--- src/rtl/collision_score_keeper.sv ---
// Per-frame collision and score keeper. It samples the sprite overlap flags during a frame
// and commits lives, BCD score and game-state changes on the end-of-frame tick.
module collision_score_keeper #(
  parameter int H_LAST        = 639,
  parameter int V_LAST        = 479,
  parameter int LIVES_INIT    = 3,
  parameter int BONUS_POINTS  = 1,
  parameter int INVULN_FRAMES = 60
) (
  input  logic        clk,
  input  logic        reset,
  input  logic [31:0] pxl_x,
  input  logic [31:0] pxl_y,
  input  logic        draw_player,
  input  logic        draw_enemy,
  input  logic        draw_bonus,
  input  logic        Start,
  output logic [15:0] score_bcd,
  output logic [3:0]  lives,
  output logic        playing,
  output logic        game_over,
  output logic        invuln,
  output logic        hit_pulse,
  output logic        bonus_pulse
);

  typedef enum logic [1:0] {S_IDLE = 2'd0, S_PLAYING = 2'd1, S_GAME_OVER = 2'd2} state_t;

  localparam logic [31:0] H_LAST_C = 32'(H_LAST);
  localparam logic [31:0] V_LAST_C = 32'(V_LAST);
  localparam logic [3:0]  LIVES_C  = 4'(LIVES_INIT);
  localparam logic [3:0]  BONUS_C  = 4'(BONUS_POINTS);
  localparam logic [7:0]  INVULN_C = 8'(INVULN_FRAMES);

  // Digit-serial BCD add; a carry out of the thousands digit saturates at 9999.
  function automatic logic [15:0] bcd_add_sat(input logic [15:0] a, input logic [3:0] b);
    logic [15:0] r;
    logic [4:0]  s;
    logic [4:0]  c;
    c = {1'b0, b};
    r = 16'h0000;
    for (int i = 0; i < 4; i++) begin
      s = {1'b0, a[4*i +: 4]} + c;
      if (s > 5'd9) begin
        r[4*i +: 4] = 4'(s - 5'd10);
        c = 5'd1;
      end else begin
        r[4*i +: 4] = s[3:0];
        c = 5'd0;
      end
    end
    if (c != 5'd0) begin
      r = 16'h9999;
    end
    return r;
  endfunction

  state_t      state_q, state_d;
  logic [15:0] score_q, score_d;
  logic [3:0]  lives_q, lives_d;
  logic [7:0]  invuln_q, invuln_d;
  logic        hit_q, hit_d;
  logic        bonus_q, bonus_d;
  logic        enemy_flag_q, enemy_flag_d;
  logic        bonus_flag_q, bonus_flag_d;
  logic        start_prev_q;
  logic        at_last_q;

  logic at_last_s, frame_tick_s, start_rise_s;
  logic enemy_ov_s, bonus_ov_s, enemy_hit_s, in_play_s;

  assign at_last_s    = (pxl_x == H_LAST_C) && (pxl_y == V_LAST_C);
  assign frame_tick_s = at_last_s & ~at_last_q;
  assign start_rise_s = Start & ~start_prev_q;
  assign in_play_s    = (state_q == S_PLAYING);
  // The tick cycle's own pixel counts alongside the accumulated flag.
  assign enemy_ov_s   = enemy_flag_q | (draw_player & draw_enemy);
  assign bonus_ov_s   = bonus_flag_q | (draw_player & draw_bonus);
  assign enemy_hit_s  = in_play_s && frame_tick_s && enemy_ov_s && (invuln_q == 8'd0);

  always_ff @(posedge clk or posedge reset) begin
    if (reset) begin
      state_q <= S_IDLE;
    end else begin
      state_q <= state_d;
    end
  end

  always_comb begin
    state_d = state_q;
    case (state_q)
      S_IDLE, S_GAME_OVER: begin
        if (start_rise_s) state_d = S_PLAYING;
        else              state_d = state_q;
      end
      S_PLAYING: begin
        if (enemy_hit_s && (lives_q <= 4'd1)) state_d = S_GAME_OVER;
        else                                  state_d = S_PLAYING;
      end
      default: state_d = S_IDLE;
    endcase
  end

  always_comb begin
    score_d      = score_q;
    lives_d      = lives_q;
    invuln_d     = invuln_q;
    hit_d        = 1'b0;
    bonus_d      = 1'b0;
    enemy_flag_d = 1'b0;
    bonus_flag_d = 1'b0;
    if (in_play_s) begin
      if (frame_tick_s) begin
        if (enemy_hit_s) begin
          lives_d  = lives_q - 4'd1;
          hit_d    = 1'b1;
          invuln_d = INVULN_C;
        end else if (invuln_q != 8'd0) begin
          invuln_d = invuln_q - 8'd1;
        end else begin
          invuln_d = invuln_q;
        end
        if (bonus_ov_s) begin
          score_d = bcd_add_sat(score_q, BONUS_C);
          bonus_d = 1'b1;
        end else begin
          score_d = score_q;
        end
      end else begin
        enemy_flag_d = enemy_ov_s;
        bonus_flag_d = bonus_ov_s;
      end
    end else if (start_rise_s) begin
      lives_d  = LIVES_C;
      score_d  = 16'h0000;
      invuln_d = INVULN_C;
    end else begin
      score_d = score_q;
    end
  end

  always_ff @(posedge clk or posedge reset) begin
    if (reset) begin
      score_q      <= 16'h0000;
      lives_q      <= 4'd0;
      invuln_q     <= 8'd0;
      hit_q        <= 1'b0;
      bonus_q      <= 1'b0;
      enemy_flag_q <= 1'b0;
      bonus_flag_q <= 1'b0;
      start_prev_q <= 1'b1;
      at_last_q    <= 1'b0;
    end else begin
      score_q      <= score_d;
      lives_q      <= lives_d;
      invuln_q     <= invuln_d;
      hit_q        <= hit_d;
      bonus_q      <= bonus_d;
      enemy_flag_q <= enemy_flag_d;
      bonus_flag_q <= bonus_flag_d;
      start_prev_q <= Start;
      at_last_q    <= at_last_s;
    end
  end

  assign score_bcd   = score_q;
  assign lives       = lives_q;
  assign playing     = (state_q == S_PLAYING);
  assign game_over   = (state_q == S_GAME_OVER);
  assign invuln      = (invuln_q != 8'd0);
  assign hit_pulse   = hit_q;
  assign bonus_pulse = bonus_q;

endmodule

--- config.mk ---
export PLATFORM = sky130hd
export DESIGN_NAME = collision_score_keeper
export DESIGN_NICKNAME = d
export VERILOG_FILES = /design/src/rtl/collision_score_keeper.sv
export SDC_FILE = /design/constraint.sdc
export NUM_CORES = 1
export LEC_CHECK = 0
export BUFFER_PORTS_ARGS = -buffer_cell sky130_fd_sc_hd__buf_2
export CAP_MARGIN = 20
export CORE_ASPECT_RATIO = 1.2
export CORE_UTILIZATION = 51
export DETAILED_ROUTE_END_ITERATION = 7
export PLACE_DENSITY = 0.92
export SLEW_MARGIN = 20
export SYNTH_ARGS = -nofsm -noshare
export SYNTH_HDL_FRONTEND = slang
export SYNTH_SLANG_ARGS = --single-unit
--- constraint.sdc ---
create_clock -name clk -period 6.25 [get_ports clk]
set_input_delay 1.25 -clock clk [delete_from_list [all_inputs] [get_ports clk]]
set_output_delay 1.25 -clock clk [all_outputs]
set_load 0.005 [all_outputs]
After elaboration in Yosys (flattened, before gate mapping):

Index checks and enable logic that the tools add are counted.

* reductions and logical operators: 14
* mux-type cells: 47
* add/subtract/negate cells: 10
* order comparisons: 5
* bitwise logic cells: 8
* eq/ne operators: 9

Operators with widths (number)
* 2-to-1 mux 16 bit: 5
* 2-to-1 mux 5 bit: 12
* 2-to-1 mux 8 bit: 5
* equality test 32 x 10 -> 1 bit (second input constant): 1
* equality test 32 x 9 -> 1 bit (second input constant): 1
* 2-to-1 mux 4 bit: 8
* greater-than comparator 5 x 4 -> 1 bit (second input constant): 4
* subtractor 4 bit (second input constant): 4
* adder 4 x 5 -> 5 bit: 3
* 2-to-1 mux 1 bit: 14
* AND reduction 3 bit: 3
* zero test 8 bit: 1
* inequality test 2 bit (second input constant): 4
* nonzero test 8 bit: 1
* subtractor 8 x 1 -> 8 bit (second input constant): 1
* adder 4 x 1 -> 5 bit (second input constant): 1
* logical AND 1 bit: 5
* nonzero test 5 bit: 1
* AND 1 bit: 4
* <= comparator 4 x 1 -> 1 bit (second input constant): 1
* 2-to-1 mux 2 bit: 2
* one-hot mux 2 bit (2 select lines): 1
* subtractor 4 x 1 -> 4 bit (second input constant): 1
* inequality test 3 bit (second input constant): 1
* other kinds (7): 9

* bits of input ports: 70
* flip-flop bits (word level): 36
* logic and storage cells: 103
* output and inout port bits: 25

Logic depth before layout (Yosys ltp):

* word-level depth: 29
* mapped depth: 25

Worst setup path before layout:

OpenSTA, ideal clock, no wires.

* path type: reg2reg
* start: register score_q[0] (netlist: score_bcd[0])
* end: register score_q[11] (netlist: score_bcd[11])
* setup slack: 1.174 ns
* library setup time: 0.131 ns
* path buffers: 1
* stages on the path, launching flop included: 25
* data arrival time: 4.945 ns
* path through: dfrtp_1 > ha_1 > xnor2_1 > ha_1 > nand2b_1 > a21o_1 > a31oi_1 > ha_1 > ha_1 > clkbuf_1 > inv_1 > a21oi_1 > o22a_1 > ha_1 > ha_1 > o21ai_0 > nor2_1 > o22a_1 > ha_1 > ha_1 > or2_2 > a21oi_1 > nor2_1 > a311oi_1 > mux2i_1

* cells in the longest elaborated chain, start to end: 29

RTL lines
* start, declared: RTL line 59 `logic [15:0] score_q, score_d;`
* start signal, assigned: RTL line 154 `score_q <= score_d;`
* adder 4 x 1 -> 5 bit *: RTL line 43 `s = {1'b0, a[4*i +: 4]} + c;`
* greater-than comparator 5 x 4 -> 1 bit *: RTL line 44 `if (s > 5'd9) begin`
* 2-to-1 mux 1 bit *: RTL line 44
* 2-to-1 mux 5 bit *: RTL line 123 `if (bonus_ov_s) begin`
* 2-to-1 mux 5 bit *: RTL line 113 `if (frame_tick_s) begin`
* 2-to-1 mux 5 bit *: RTL line 112 `if (in_play_s) begin`
* adder 4 x 5 -> 5 bit *: RTL line 43
* greater-than comparator 5 x 4 -> 1 bit *: RTL line 44
* [... 13 more ...]
* 2-to-1 mux 5 bit: RTL line 123
* 2-to-1 mux 5 bit: RTL line 113
* 2-to-1 mux 5 bit: RTL line 112
* nonzero test 5 bit: RTL line 52 `if (c != 5'd0) begin`
* 2-to-1 mux 16 bit *: RTL line 52
* 2-to-1 mux 16 bit *: RTL line 123
* 2-to-1 mux 16 bit *: RTL line 113
* 2-to-1 mux 16 bit *: RTL line 112

Mark *: on every way between the ends. The rest lies on a longest branch, timed or not. The select of a mux whose other input is x is not followed.
A chain may end at the register's enable or synchronous reset.

Final worst setup path:

* start: register score_q[1] (netlist: score_bcd[1])
* end: register score_q[7] (netlist: score_bcd[7])

* cells in the longest elaborated chain, start to end: 29

RTL lines (RTL line)
* adder 4 x 1 -> 5 bit *: 43
* greater-than comparator 5 x 4 -> 1 bit *: 44
* 2-to-1 mux 1 bit *: 44
* 2-to-1 mux 5 bit *: 123
* 2-to-1 mux 5 bit *: 113
* 2-to-1 mux 5 bit *: 112
* adder 4 x 5 -> 5 bit *: 43
* greater-than comparator 5 x 4 -> 1 bit: 44
* [... 13 more ...]
* 2-to-1 mux 5 bit: 123
* 2-to-1 mux 5 bit: 113
* 2-to-1 mux 5 bit: 112
* nonzero test 5 bit: 52
* 2-to-1 mux 16 bit *: 52
* 2-to-1 mux 16 bit *: 123
* 2-to-1 mux 16 bit *: 113
* 2-to-1 mux 16 bit *: 112

Marks and branches as above.

==> impl_results.md <==
- Status: finished clean
- RSZ-0062 raised after global routing: no
- Port Buffers: 94
- Die ar.: 5656 um^2
- Final WL: 7394 um
- DR vias/cell: slightly above 6
- Later-pin clock latency in the skew report: roughly 0.30 ns
- Final hold violations: 0
- First drt pass iteration count: 4
- Cell Count, Final, Fillers Out: 450
- Root buf cell: clkbuf_8
- Hold-fix buffers at CTS: 0
- Synth top area share: between 30% and 40%
- Worst vdd ir: between 0.1 and 0.15 mV
- Kind of critical path: reg -> reg
- Rel. slew slack: between 40% and 50%
- GRT Total Usage: 28.05%
- Netlist Area Pre-Place: ~2700 um^2
- Async SR Flop Fraction: between 90% and 100%
- H-tree depth: 2
- Post-synth top area cell: dfrtp_1
- CP Data Required Time: 6.43 ns
- Fin crit period: between 5 and 6 ns
- Clk slew on worst S/H paths: around 0.08 ns
- Die width: 68.82 um
- Most used DFF post-synth: dfrtp_1
- Vias: 2,801
- CTS tree: done
- Cells resized by post-CTS repair: 0
- Post-route cell area: roughly 3300 um^2
- Gp weighted congestion: around 0.88
- Initial Util: approximately 54%
- Sink Count: 36
- Fraction of layout cells with a size suffix above 1: 30.51%
- Final #Nets: about 470
- Final setup fails: 0
- Fin crit share: between 90 and 100%
- Yosys reg bits: 36
- Initial antenna violation count: 0
- Setup TNS: 0 ns
- Power Density: 146.2 nW/um^2
- Worst-Margin Slew: ~0.76 ns
- Ys Warns: 0
- Largest net degree at the start of global routing: 37
- EDFF count, synth: 0
- Post-Syn Instances: just under 300
- Cell variety after synth: 60
- Most common cell in the netlist: dfrtp_1
- Num CTS Buffers: 5
- Worst clock skew: between 0.009 and 0.01 ns
- Antenna cells: 0
- Clk buf depth: 2
- Row count: 28
- Fmax: ~0.17 GHz
- DR iter-0 viols: 221
- Core Region: 5045 um^2
- Leak Pwr: between 1.5 and 2 nW
- Syn_area_per_cell: ~9 um^2
- Final HPWL from detailed placement: about 5700 um
- Post-synthesis sequential area ratio: between 30% and 40%
- Grt ovf: 0
- Worst hold-check path type: reg -> reg
- Die height: between 80 and 90 um
- CP startpoint kind: flop
- Synth area leaders: dfrtp_1, ha_1, a21oi_1
- Antenna viol nets, final: 0
- Min Hold Slack: between 0.5 and 0.6 ns
- WL/cell: around 16 um
- Syn_nets: ~380
- Placed cell areas: between 3000 and 4000 um^2
- Slew Viols, Final: 0
- Maxcap violations: 0
- Setup Buffers After CTS: 0
- Overall Power: about 0.00049 W
- Global-route wire length before repair: between 10,000 and 15,000 um
- Worst-path fanout max: 8
- DRC viols: 0
- Vias in the first global route: 2,696
- CP arrival: between 5 and 6 ns
- Dpl cells: approximately 440
- Most instantiated cells after synthesis: dfrtp_1, nor2_1, a21oi_1, nand2_1
- Area Overhead vs Synth: 22.21%
- I/O pin cnt: 95
- CP Capture Type: flop
sequential cells by signal, indices dropped and copies added, names as in the netlist:
register,flops
bonus_pulse,1
invuln_q,8
lives,4
start_prev_q,1
at_last_q,1
state_q,2
score_bcd,16
bonus_flag_q,1
enemy_flag_q,1
hit_pulse,1
layout by cell type, fill, tap and decap left out, drive strengths merged, types with 3 or more instances in the layout:
cell,n
buf,95
dfrtp,35
nor2,19
a21oi,18
nand2,18
inv,16
nor4,16
ha,14
nand4,12
nand2b,11
o21ai,10
mux2i,9
nor3,8
clkbuf,8
xnor2,7
nor4b,7
nand3,6
a31oi,5
nor4bb,5
o21a,5
nor2b,5
and2,4
o22ai,4
or4,4
nor3b,3
nand4b,3
a21o,3
o31ai,3
o211a,3
mux2,3
a311oi,3
o211ai,3
a31o,3
layer usage:
metal / GRT usage [%] / part of all wire (%)
met2: 52.35 / 55
met1: 32.07 / 40
met4: 7.551 / 1.0
met3: 5.082 / 4.4
met5: 0 / 0
cells by family after synthesis:
logic type	synth area share [%]
compound gates	19.32
xor+xnor	2.244
fa+ha+maj	6.410
buf+inv	3.892
flops	33.01
mux	4.533
simple gates	30.59
final timing paths:
check | startpoint | to | slack [ns] | cells after the start
min | state_q[0] | state_q[0] | 0.50 | 1
max reg2reg | score_bcd[1] | score_bcd[7] | 0.51 | 23
max in group asynchronous | reset | start_prev_q | 4.84 | 3
min in group asynchronous | reset | score_bcd[7] | 1.05 | 3
min reg2reg | state_q[0] | state_q[0] | 0.50 | 1
max | score_bcd[1] | score_bcd[7] | 0.51 | 23
worst max-delay path, cell delays in order (launching register included):
cell	delay, ns
dfrtp_1	0.44
ha_1	0.25
xnor2_1	0.30
ha_1	0.21
nand2b_1	0.06
a21o_1	0.18
a31oi_1	0.31
ha_1	0.39
ha_1	0.38
inv_1	0.15
a21oi_1	0.08
o22a_1	0.21
ha_1	0.20
ha_1	0.35
inv_1	0.14
a21oi_1	0.09
o22a_1	0.25
ha_1	0.23
ha_1	0.31
or2_2	0.29
a21oi_1	0.24
nor2_1	0.21
a311oi_1	0.25
mux2i_1	0.10
report_power, final:
| group | leakage (nW) | switching (W) | internal [W] |
|---|---|---|---|
| logic | 1.11 | 0.0000307 | 0.0000301 |
| registers | 0.447 | 0.00000394 | 0.000236 |
| clock network | 0.0515 | 0.0000864 | 0.000101 |
| total | 1.61 | 0.000121 | 0.000367 |
layout make-up:
class | instances | area [um^2]
repair buffers | 95 | 478.0
multi-input cells | 235 | 1724
fillers | 409 | 1705
flip-flops and latches | 36 | 902.1
inverters | 16 | 60.06
well taps | 60 | 75.07
clock buffers | 8 | 100.1
stage by stage:
| stage | worst slack (ns) | utilization (%) |
|---|---|---|
| after global routing | 0.1690 | 66.20 |
| final | 0.5063 | 66.20 |
| after CTS | 0.5919 | 66.20 |
| after floorplan | 1.174 | - |
| after global placement | 0.9796 | 64.21 |
| after detailed placement | 0.6088 | 64.21 |
Note: power is estimated with default switching activity, not from simulation.
